## config.mk

```make
export PLATFORM = sky130hd
export DESIGN_NAME = dgldpc_vnu_scheduler
export DESIGN_NICKNAME = d
export VERILOG_FILES = /design/src/rtl/dgldpc_pkg.sv /design/src/rtl/dgldpc_addr_pipe.sv /design/src/rtl/dgldpc_vnu_scheduler.sv
export SDC_FILE = /design/constraint.sdc
export NUM_CORES = 1
export LEC_CHECK = 0
export BUFFER_PORTS_ARGS = -buffer_cell sky130_fd_sc_hd__buf_2
export CAP_MARGIN = 20
export CORE_ASPECT_RATIO = 0.8
export CORE_MARGIN = 3
export CORE_UTILIZATION = 55
export DETAILED_ROUTE_END_ITERATION = 7
export PLACE_DENSITY_LB_ADDON = 0.2
export SYNTH_ARGS = -nofsm -noshare
export SYNTH_HDL_FRONTEND = slang
export SYNTH_HIERARCHICAL = 1
export SYNTH_SLANG_ARGS = --single-unit
```

## constraint.sdc

```tcl
create_clock -name clk -period 3.7 [get_ports clk]
set_input_delay 0.74 -clock clk [delete_from_list [all_inputs] [get_ports clk]]
set_output_delay 0.74 -clock clk [all_outputs]
set_load 0.005 [all_outputs]
```

## src/rtl/dgldpc_pkg.sv

```systemverilog
// Shared types and default widths for the GLDPC VNU scheduler.
// Pipeline entries carry a fixed-width address so one struct fits every instance.
package dgldpc_pkg;

  localparam int DEF_N_VG     = 16;
  localparam int DEF_VNU_LAT  = 2;
  localparam int DEF_MAX_ITER = 8;
  localparam int DEF_ADDR_W   = $clog2(DEF_N_VG);
  localparam int DEF_ITER_W   = $clog2(DEF_MAX_ITER + 1);
  localparam int PIPE_ADDR_W  = 16;

  typedef enum logic [1:0] {
    S_IDLE,
    S_RUN,
    S_DRAIN,
    S_DONE
  } sched_state_t;

  typedef struct packed {
    logic                   valid;
    logic [PIPE_ADDR_W-1:0] addr;
  } pipe_entry_t;

endpackage

```

## src/rtl/dgldpc_addr_pipe.sv

```systemverilog
// Delay line of {valid, addr} matching the VNU latency, with flush and
// per-stage address compare used for read-after-write hazard detection.
module dgldpc_addr_pipe
  import dgldpc_pkg::*;
#(
  parameter int DEPTH  = 3,
  parameter int ADDR_W = 4
) (
  input  logic              clk,
  input  logic              rst,
  input  logic              flush_i,
  input  logic              valid_i,
  input  logic [ADDR_W-1:0] addr_i,
  input  logic [ADDR_W-1:0] cmp_addr_i,
  output logic [DEPTH-1:0]  hit_o,
  output logic              pend_o,
  output logic              wr_valid_o,
  output logic [ADDR_W-1:0] wr_addr_o
);

  pipe_entry_t            stage_q [DEPTH];
  pipe_entry_t            in_ent;
  logic [PIPE_ADDR_W-1:0] cmp_ext;

  always_comb begin
    in_ent                    = '0;
    in_ent.valid              = valid_i;
    in_ent.addr[ADDR_W-1:0]   = addr_i;
    cmp_ext                   = '0;
    cmp_ext[ADDR_W-1:0]       = cmp_addr_i;
  end

  // NOTE: only the valid bits carry meaning, but clearing whole entries keeps every output at 0 in reset.
  always_ff @(posedge clk or posedge rst) begin
    if (rst) begin
      for (int i = 0; i < DEPTH; i++) stage_q[i] <= '0;
    end else if (flush_i) begin
      for (int i = 0; i < DEPTH; i++) stage_q[i] <= '0;
    end else begin
      // NOTE: non-blocking assignments make this a true shift chain independent of loop order.
      stage_q[0] <= in_ent;
      for (int i = 1; i < DEPTH; i++) stage_q[i] <= stage_q[i-1];
    end
  end

  // pend_o looks one cycle ahead: entries that will still be valid after this edge.
  always_comb begin
    hit_o  = '0;
    pend_o = valid_i;
    for (int i = 0; i < DEPTH; i++)
      hit_o[i] = stage_q[i].valid && (stage_q[i].addr == cmp_ext);
    for (int i = 0; i < DEPTH - 1; i++)
      pend_o = pend_o | stage_q[i].valid;
  end

  assign wr_valid_o = stage_q[DEPTH-1].valid && !flush_i;
  assign wr_addr_o  = wr_valid_o ? stage_q[DEPTH-1].addr[ADDR_W-1:0] : '0;

endmodule

```

## src/rtl/dgldpc_vnu_scheduler.sv

```systemverilog
// Shuffled-schedule VNU sequencer: issues group reads, stalls on in-flight
// write-backs, and retires the write-back address after the VNU latency.
module dgldpc_vnu_scheduler
  import dgldpc_pkg::*;
#(
  parameter int N_VG     = DEF_N_VG,
  parameter int VNU_LAT  = DEF_VNU_LAT,
  parameter int MAX_ITER = DEF_MAX_ITER,
  parameter int ADDR_W   = (N_VG > 1) ? $clog2(N_VG) : 1,
  parameter int ITER_W   = $clog2(MAX_ITER + 1)
) (
  input  logic              clk,
  input  logic              rst,
  input  logic              i_start,
  input  logic              i_early_stop,
  input  logic              i_abort,
  output logic              o_busy,
  output logic              o_rd_en,
  output logic [ADDR_W-1:0] o_rd_addr,
  output logic              o_wr_en,
  output logic [ADDR_W-1:0] o_wr_addr,
  output logic [ITER_W-1:0] o_iter,
  output logic              o_done,
  output logic              o_success
);

  localparam int                PIPE      = VNU_LAT + 1;
  localparam logic [ADDR_W-1:0] LAST_GRP  = ADDR_W'(N_VG - 1);
  localparam logic [ITER_W-1:0] LAST_ITER = ITER_W'(MAX_ITER - 1);

  sched_state_t      state_q, state_d;
  logic [ADDR_W-1:0] grp_q, grp_d;
  logic [ITER_W-1:0] iter_q, iter_d;
  logic              success_q, success_d;
  logic [PIPE-1:0]   hit;
  logic              hazard, pend, rd_en, flush, busy, done;

  assign hazard = |hit;

  // NOTE: every signal written here gets a default first, so no latch is inferred.
  always_comb begin
    state_d   = state_q;
    grp_d     = grp_q;
    iter_d    = iter_q;
    success_d = success_q;
    rd_en     = 1'b0;
    flush     = 1'b0;
    busy      = 1'b0;
    done      = 1'b0;
    case (state_q)
      S_IDLE: begin
        if (i_start) begin
          state_d   = S_RUN;
          grp_d     = '0;
          iter_d    = '0;
          success_d = 1'b0;
        end
      end
      S_RUN: begin
        busy = 1'b1;
        if (i_early_stop) begin
          success_d = 1'b1;
          state_d   = S_DRAIN;
        end else if (!hazard) begin
          rd_en = 1'b1;
          if (grp_q == LAST_GRP) begin
            grp_d = '0;
            if (iter_q == LAST_ITER) state_d = S_DRAIN;
            else                     iter_d  = iter_q + 1'b1;
          end else begin
            grp_d = grp_q + 1'b1;
          end
        end
      end
      S_DRAIN: begin
        busy = 1'b1;
        if (!pend) state_d = S_DONE;
      end
      S_DONE: begin
        done    = 1'b1;
        state_d = S_IDLE;
      end
      default: state_d = S_IDLE;
    endcase
    // Abort overrides everything above, including this cycle's read and completion.
    if (i_abort && state_q != S_IDLE) begin
      state_d   = S_IDLE;
      grp_d     = grp_q;
      iter_d    = iter_q;
      success_d = success_q;
      rd_en     = 1'b0;
      done      = 1'b0;
      flush     = 1'b1;
    end
  end

  always_ff @(posedge clk or posedge rst) begin
    if (rst) begin
      state_q   <= S_IDLE;
      grp_q     <= '0;
      iter_q    <= '0;
      success_q <= 1'b0;
    end else begin
      state_q   <= state_d;
      grp_q     <= grp_d;
      iter_q    <= iter_d;
      success_q <= success_d;
    end
  end

  dgldpc_addr_pipe #(
    .DEPTH (PIPE),
    .ADDR_W(ADDR_W)
  ) u_pipe (
    .clk       (clk),
    .rst       (rst),
    .flush_i   (flush),
    .valid_i   (rd_en),
    .addr_i    (grp_q),
    .cmp_addr_i(grp_q),
    .hit_o     (hit),
    .pend_o    (pend),
    .wr_valid_o(o_wr_en),
    .wr_addr_o (o_wr_addr)
  );

  assign o_busy    = busy;
  assign o_rd_en   = rd_en;
  assign o_rd_addr = rd_en ? grp_q : '0;
  assign o_iter    = iter_q;
  assign o_done    = done;
  assign o_success = success_q;

endmodule

```

==> run metrics, run 1 <==
Antenna Nets Post-Route 0; initial antenna violation count 0; dominant cells by area after synthesis dfrtp_1, nor2b_1, xor2_1, ha_1, and2_1; fin crit period 3.42 ns; CP startpoint grp_q[0]; port bufs 21; min-delay worst type in2async; Setup WS post-layout 0.276 ns; Worst EP required 2.96 ns; DRT Pass-1 Iters 4; pwr/cell area 669 mW/mm2; max frequency 0.292 GHz; max-slew violation count 0; Pleak between 0.8 and 0.9 nW; Critical Path AT roughly 2.7 ns; Total Negative Setup Slacks 0 ns; Die Ht 52.1 um; clock root cell clkbuf_4; CP startpoint kind flip-flop; DR vias about 1200; Routed wire per std cell 15.0 um; ys async rst share 100%; Ys Warns 6; cts hold-fix bufs 0; DP Cell Count 202; GP Congestion 0.777; initial drt markers 62; area share of the leading cell type in the synthesized netlist between 40% and 50%; maximum root-to-sink buffer count 2; ANT cells 0; mapped cell area 0.00146 mm2; FILL cells approximately 210; Synth Flop Type dfrtp_1; Netlist cell types 37; Inserted Clock Buffers 3; Gate Count Post-Synth 149; Switching Share 40.0%; worst slew pin tran 0.842 ns; clock slew at reported path FFs 0.15 ns; Die X 63.6 um; drt via density 5.65; vias in the first global route 1088; Worst path slowest cell nor4_1; non-filler cells in the finished layout between 200 and 250; Max Cap Viol 0; GR Overflow Total 0; Reg power frac between 40% and 50%; Net Switching between 400 and 500 uW; Comb pwr share 40.7%; Mapped Avg Cell Area between 9 and 10 um2; crit share post-route roughly 93%; Post-synth EDFFs 0; share of layout cells above drive strength 1 17.6%; Clock Latency Late Sink 0.33 ns; post-cts sizing count 0; CP top delay family simple AND/OR/NAND/NOR gates; Worst VDD drop 0.000448 V; Place WS roughly 0.69 ns; total track usage 20.8%; Synth-to-Final Area Change 12.9%; # rows 16; H-tree depth 1; most frequent cell after synthesis dfrtp_1; RR Startpoint grp_q[0]; sequential area share after synthesis about 45%; Power Internal 662 uW; Net Count, Synth 160; max incr delay on CP 0.71 ns; #FFs+latches synth 26; crit-path max FO 10; status finished, final reports clean; worst path cell trace xor2_1, nor4_2, or3_1, nor4_1, and2_1, buf_2; dpl hpwl 2250 um; R2R Setup Slk 0.76 ns; Clock Sinks 26; Initial Utilization between 50% and 60%; dominant cell type by area after synthesis dfrtp_1; largest net degree at the start of global routing 19; unrepaired setup endpoints after global routing false; first-pass GRT wire length 5290 um; DRC Markers 0; num ports 22; Final Skew 0.0111 ns; # setup viols final 0; max_slew headroom a little over two fifths; CTS tree built; Setup CP Type reg2out; die area 0.00331 mm2; Hold Violations, Final 0; post-CTS setup buffers 0; Clk pwr share between 10% and 20%; CP Capture Type primary output; Core Area 0.00248 mm2; drt total wl between 3000 and 4000 um; Post-synth top cells dfrtp_1, nor2b_1, nand2_1, inv_1, xor2_1; CP Buf/Inv Count 1; fin nets 182
[flip-flops by register name, summed over array words and instances (netlist names)]
register        count
state_q             2
grp_q               4
u_pipe/stage_q     15
o_iter              4
o_success           1
[per-layer routing]
layer | global-route usage, % | part of all wire, %
met1 | 27.3 | 46
met2 | 36.2 | 47
met3 | 4.54 | 5.9
met4 | 3.23 | 0.39
met5 | 0 | 0
[power groups by stage]
stage                     Sequential, mW  Clock, mW  Combinational (mW)
after floorplan                    0.441          0               0.325
after global placement             0.458          0               0.427
after detailed placement           0.463          0               0.447
after CTS                          0.458      0.200               0.449
after global routing               0.472      0.213               0.503
final                              0.458      0.197               0.449
[final timing paths]
| path | endpoint | cells after the start |
|---|---|---|
| setup / recovery | o_rd_addr[3] | 6 |
| hold / removal | grp_q[0] | 2 |
| setup reg to reg | state_q[1] | 8 |
| hold reg to reg | u_pipe/stage_q[20] | 1 |
| max in group asynchronous | u_pipe/stage_q[37] | 2 |
| min in group clk | u_pipe/stage_q[20] | 1 |
[final cells by class]
type / count / area [um2] / share of cell area (%)
Tap cell: 36 / 45.0 / 2.73
Timing Repair Buffer: 22 / 113 / 6.83
Clock buffer: 3 / 22.5 / 1.37
Sequential cell: 26 / 651 / 39.5
Inverter: 10 / 37.5 / 2.28
Multi-Input combinational cell: 108 / 751 / 45.5
Clock inverter: 1 / 30.0 / 1.82
[kinds of logic (layout without fill, tap and decap cells)]
| kind of cell | count (synthesis) | in the layout | synth area share [%] |
|---|---|---|---|
| AND/OR/NAND/NOR | 65 | 65 | 26.9 |
| flip-flops | 26 | 26 | 44.6 |
| AO/OA/AOI/OAI | 23 | 23 | 10.8 |
| buffers and inverters | 15 | 36 | 4.03 |
| XOR/XNOR | 12 | 12 | 7.20 |
| adder cells (fa/ha/maj) | 6 | 6 | 5.14 |
| multiplexers | 2 | 2 | 1.37 |
[per-stage QoR]
stage	hold slack [ns]	cell area, um2	utilization (%)	power [mW]
global route	0.411	1650	66.4	1.19
floorplan	0.479	1460	-	0.767
CTS	0.411	1650	66.4	1.11
finish	0.390	1650	66.4	1.10
global placement	0.490	1600	64.3	0.885
detailed placement	0.499	1600	64.3	0.911
[cells in the final DEF (no fill, tap or decap), drive strengths merged, types with 2 or more instances in the layout]
cell type / instances
or3: 2
o211ai: 3
a21o: 2
clkbuf: 3
dfrtp: 26
nor4: 6
inv: 10
a21oi: 7
nor2b: 17
nand4b: 2
o31ai: 2
and2: 8
xnor2: 3
nor2: 3
mux2i: 2
xor2: 9
nand3b: 2
nand3: 5
buf: 22
nand4: 2
nand2: 13
o21ai: 2
ha: 6
No activity file was read; power rests on OpenSTA's default activity.
==> inputs of run 2 (changes only) <==
--- a/config.mk
+++ b/config.mk
@@ -9,7 +9,7 @@
 export CAP_MARGIN = 20
 export CORE_ASPECT_RATIO = 0.8
 export CORE_MARGIN = 3
-export CORE_UTILIZATION = 55
+export CORE_UTILIZATION = 40
 export DETAILED_ROUTE_END_ITERATION = 7
 export PLACE_DENSITY_LB_ADDON = 0.2
 export SYNTH_ARGS = -nofsm -noshare
==> constraint.sdc (replaced) <==
create_clock -name clk -period 3.33 [get_ports clk]
set_input_delay 0.666 -clock clk [delete_from_list [all_inputs] [get_ports clk]]
set_output_delay 0.666 -clock clk [all_outputs]
set_load 0.005 [all_outputs]
==> run 2 against run 1 <==
  * Power up 10%
  * Flip-flop and latch count is the same
  * Setup slack better by 0.19 ns
  * Worst hold slack worse by 0.0080 ns
  * Global-route usage down 5.5 points
  * Via count is 2.0% lower
  * Highest routed layer unchanged
==> run metrics, run 2 (synthesized netlist as in run 1, its figures left out) <==
share of layout cells above drive strength 1 19.1%; post-cts sizing count 0; Worst EP required 2.66 ns; crit-path max FO 9; Comb pwr share 41.8%; max reg flops 15; commonest non-fill, non-tap cell in the layout dfrtp_1; DRC Markers 0; Die X around 74 um; Switching Share 39.3%; Most flops, register u_pipe/stage_q; Core Area 0.00329 mm2; Routed wire per std cell approximately 14 um; largest net degree at the start of global routing 19; Clock Sinks 26; num ports 22; Die Ht 60.0 um; Antenna Nets Post-Route 0; most frequent cells in the layout dfrtp_1, buf_2, nor2b_1, nand2_1, inv_1; total track usage 15.4%; GP Congestion 0.891; CTS tree built; Clk pwr share between 15 and 20%; Synth-to-Final Area Change 15.0%; drt via density ~5.4; Total Negative Setup Slacks 0 ns; # rows 18; Inserted Clock Buffers 3; worst slew pin tran 0.592 ns; drt total wl a little over 3000 um; Critical Path AT 2.20 ns; dpl hpwl 2230 um; post-CTS setup buffers 0; cts hold-fix bufs 0; max-slew violation count 0; Max Cap Viol 0; Setup CP Type reg2out; fin util 51.1%; crit share post-route ~86%; Power Internal about 740 uW; DR vias 1141; clock slew at reported path FFs 0.09 ns; fin crit period 2.86 ns; fin nets between 150 and 200; Net Switching between 400 and 500 uW; vias in the first global route 1075; GR Overflow Total 0; maximum root-to-sink buffer count 2; die area 0.00442 mm2; Clock Latency Late Sink 0.27 ns; pwr/cell area 725 mW/mm2; Pleak 0.865 nW; H-tree depth 1; CP startpoint kind flip-flop; unrepaired setup endpoints after global routing false; max frequency 0.349 GHz; clock root cell clkbuf_8; Worst VDD drop 0.000351 V; max_slew headroom 60.5%; first-pass GRT wire length roughly 5200 um; port bufs 21; CP Capture Type primary output; # setup viols final 0; initial antenna violation count 0; DRT Pass-1 Iters 4; Hold Violations, Final 0; initial drt markers 70; ANT cells 0; status finished, final reports clean; Reg power frac 41.8%; min-delay worst type in2async; Initial Utilization approximately 44%; Final Skew 0.00204 ns
## run 2: stage by stage
stage | std cells | worst slack [ns] | power [mW] | instance area (um2) | hold slack [ns]
2_1_floorplan | 149 | 0.792 | 0.852 | 1460 | 0.479
3_3_place_gp | 209 | 0.757 | 1.02 | 1620 | 0.492
3_5_place_dp | 209 | 0.749 | 1.03 | 1620 | 0.498
4_1_cts | 213 | 0.439 | 1.23 | 1680 | 0.407
5_1_grt | 213 | 0.316 | 1.32 | 1680 | 0.433
6_report | 213 | 0.466 | 1.22 | 1680 | 0.382
## run 2: cell type report
cell class	count	area [um2]
Multi-Input combinational cell	108	751
Tap cell	40	50.0
Inverter	10	37.5
Sequential cell	26	651
Timing Repair Buffer	25	135
Fill cell	312	1610
Clock buffer	4	55.1
## run 2: layer usage
metal | up-vias | part of all wire (%) | GRT usage [%] | wire length [um]
met2 | 36 | 43 | 22.5 | 1300
met3 | 2 | 6.9 | 4.20 | 208
met1 | 542 | 49 | 22.7 | 1490
li1 | 561 | - | - | -
met5 | - | 0 | 0 | 0
met4 | 0 | 0.73 | 3.10 | 22
## run 2: final timing paths
check / start / to / slack, ns / cells past startpoint
setup / recovery: grp_q[3] / o_rd_addr[0] / 0.47 / 7
hold / removal: rst / grp_q[3] / 0.38 / 2
setup reg to reg: grp_q[3] / state_q[1] / 0.86 / 9
hold reg to reg: u_pipe/stage_q[20] / u_pipe/stage_q[3] / 0.51 / 1
max in group asynchronous: rst / u_pipe/stage_q[18] / 2.49 / 2
min in group clk: u_pipe/stage_q[20] / u_pipe/stage_q[3] / 0.51 / 1
## run 2: worst max-delay path, stage by stage (launching register included)
cell     delay (ns)
dfrtp_1        0.59
xor2_1         0.22
nor4_2         0.09
or3_1          0.39
nor4_1         0.24
buf_4          0.18
and2_1         0.12
buf_2          0.11
## run 2: power groups by stage
stage	sequential (mW)	clock, mW	combinational (mW)
after floorplan	0.490	0	0.362
after global placement	0.513	0	0.504
after detailed placement	0.516	0	0.510
after CTS	0.509	0.208	0.512
after global routing	0.526	0.224	0.571
final	0.509	0.200	0.508
==> inputs of run 3 (changes only) <==
--- a/config.mk
+++ b/config.mk
@@ -11,6 +11,7 @@
 export CORE_MARGIN = 3
 export CORE_UTILIZATION = 40
 export DETAILED_ROUTE_END_ITERATION = 7
+export MAX_ROUTING_LAYER = met4
 export PLACE_DENSITY_LB_ADDON = 0.2
 export SYNTH_ARGS = -nofsm -noshare
 export SYNTH_HDL_FRONTEND = slang
==> run 3 against run 2 <==
  * Clock-buffer cell count is the same
  * Maximum frequency hardly changed
  * Critical endpoint unchanged
  * Routed wire length unchanged
==> run metrics, run 3 (synthesized netlist as in run 1, its figures left out) <==
clock slew at reported path FFs 0.09 ns; Critical Path AT 2.20 ns; crit share post-route between 80% and 90%; cts hold-fix bufs 0; Clock Sinks 26; Worst path slowest cell dfrtp_1; total track usage 15.8%; # setup viols final 0; FILL cells 312; max_slew headroom 60.5%; Core Area 0.00329 mm2; Most flops, register u_pipe/stage_q; Hold Violations, Final 0; Clock Latency Late Sink between 0.2 and 0.3 ns; fin crit period 2.86 ns; Routed wire per std cell about 14 um; initial drt markers 70; post-CTS setup buffers 0; Antenna Nets Post-Route 0; RR Startpoint grp_q[3]; Final Skew around 0.0020 ns; DR vias roughly 1100; Worst VDD drop 0.000351 V; H-tree depth 1; maximum root-to-sink buffer count 2; GP Congestion 0.906; crit-path max FO 9; ANT cells 0; CTS tree built; max frequency 0.349 GHz; max reg flops 15; GR Overflow Total 0; dpl hpwl 2230 um; most frequent cells in the layout dfrtp_1, buf_2, nor2b_1, nand2_1, inv_1; post-cts sizing count 0; min-delay worst type in2async; CP top delay family simple AND/OR/NAND/NOR gates; DRT Pass-1 Iters 4; first-pass GRT wire length between 5000 and 6000 um; Synth-to-Final Area Change 15.0%; status finished, final reports clean; # rows 18; Setup CP Type reg2out; fin area roughly 0.0017 mm2; share of layout cells above drive strength 1 19.1%; Max Used Layer met4; CP startpoint kind flip-flop; Inserted Clock Buffers 3; max-slew violation count 0; fin nets 185; Die Ht 60.0 um; commonest non-fill, non-tap cell in the layout dfrtp_1; vias in the first global route around 1100; DRC Markers 0; Max Cap Viol 0; CP Buf/Inv Count 2; Die X 73.6 um; drt via density approximately 5.4; Pleak 0.865 nW; Area after DPL 0.00162 mm2; drt total wl 3020 um; worst slew pin tran ~0.6 ns; CP Capture Type primary output; CP startpoint grp_q[3]; Initial Utilization 44.4%; largest net degree at the start of global routing 19; pwr/cell area 725 mW/mm2; die area around 0.0044 mm2; num ports 22; Total Negative Setup Slacks 0 ns; Worst EP required roughly 2.7 ns; worst path cell trace xor2_1, nor4_2, or3_1, nor4_1, buf_4, and2_1, buf_2; unrepaired setup endpoints after global routing false; Metal-1 WL 1490 um; routed length on met2 between 1000 and 1500 um; clock root cell clkbuf_8; met3 routed WL between 200 and 250 um; max incr delay on CP 0.59 ns; initial antenna violation count 0; port bufs 21
run 3: through the flow:
stage               setup slack [ns]  util (%)  instances  hold WS [ns]  power, mW
floorplan                      0.792         -        149         0.479      0.852
global route                   0.316      51.1        213         0.433       1.32
detailed placement             0.749      49.4        209         0.498       1.03
global placement               0.757      49.4        209         0.492       1.02
finish                         0.465      51.1        213         0.383       1.22
CTS                            0.439      51.1        213         0.407       1.23
run 3: path summary, 6_finish.rpt:
| check | depth (start not counted) | endpoint | slack [ns] |
|---|---|---|---|
| setup / recovery | 7 | o_rd_addr[0] | 0.47 |
| hold / removal | 2 | grp_q[3] | 0.38 |
| setup reg to reg | 9 | state_q[1] | 0.86 |
| hold reg to reg | 1 | u_pipe/stage_q[3] | 0.51 |
| max in group asynchronous | 2 | u_pipe/stage_q[18] | 2.49 |
| min in group clk | 1 | u_pipe/stage_q[3] | 0.51 |
run 3: power breakdown:
group	internal, mW	switching [mW]
combinational	0.228	0.280
clock	0.106	0.0945
sequential	0.405	0.103
run 3: area by class of cell:
| type | instances | area [um2] | area share (%) |
|---|---|---|---|
| clock buffers | 4 | 55.1 | 3.28 |
| well taps | 40 | 50.0 | 2.98 |
| inverters | 10 | 37.5 | 2.24 |
| multi-input cells | 108 | 751 | 44.7 |
| flip-flops and latches | 26 | 651 | 38.7 |
| repair buffers | 25 | 135 | 8.05 |
run 3: layer usage:
layer  track usage, %  vias to the layer above
met5                -                        -
met4             3.10                        0
met3             4.03                        2
met2             22.5                       36
met1             22.8                      542
li1                 -                      561
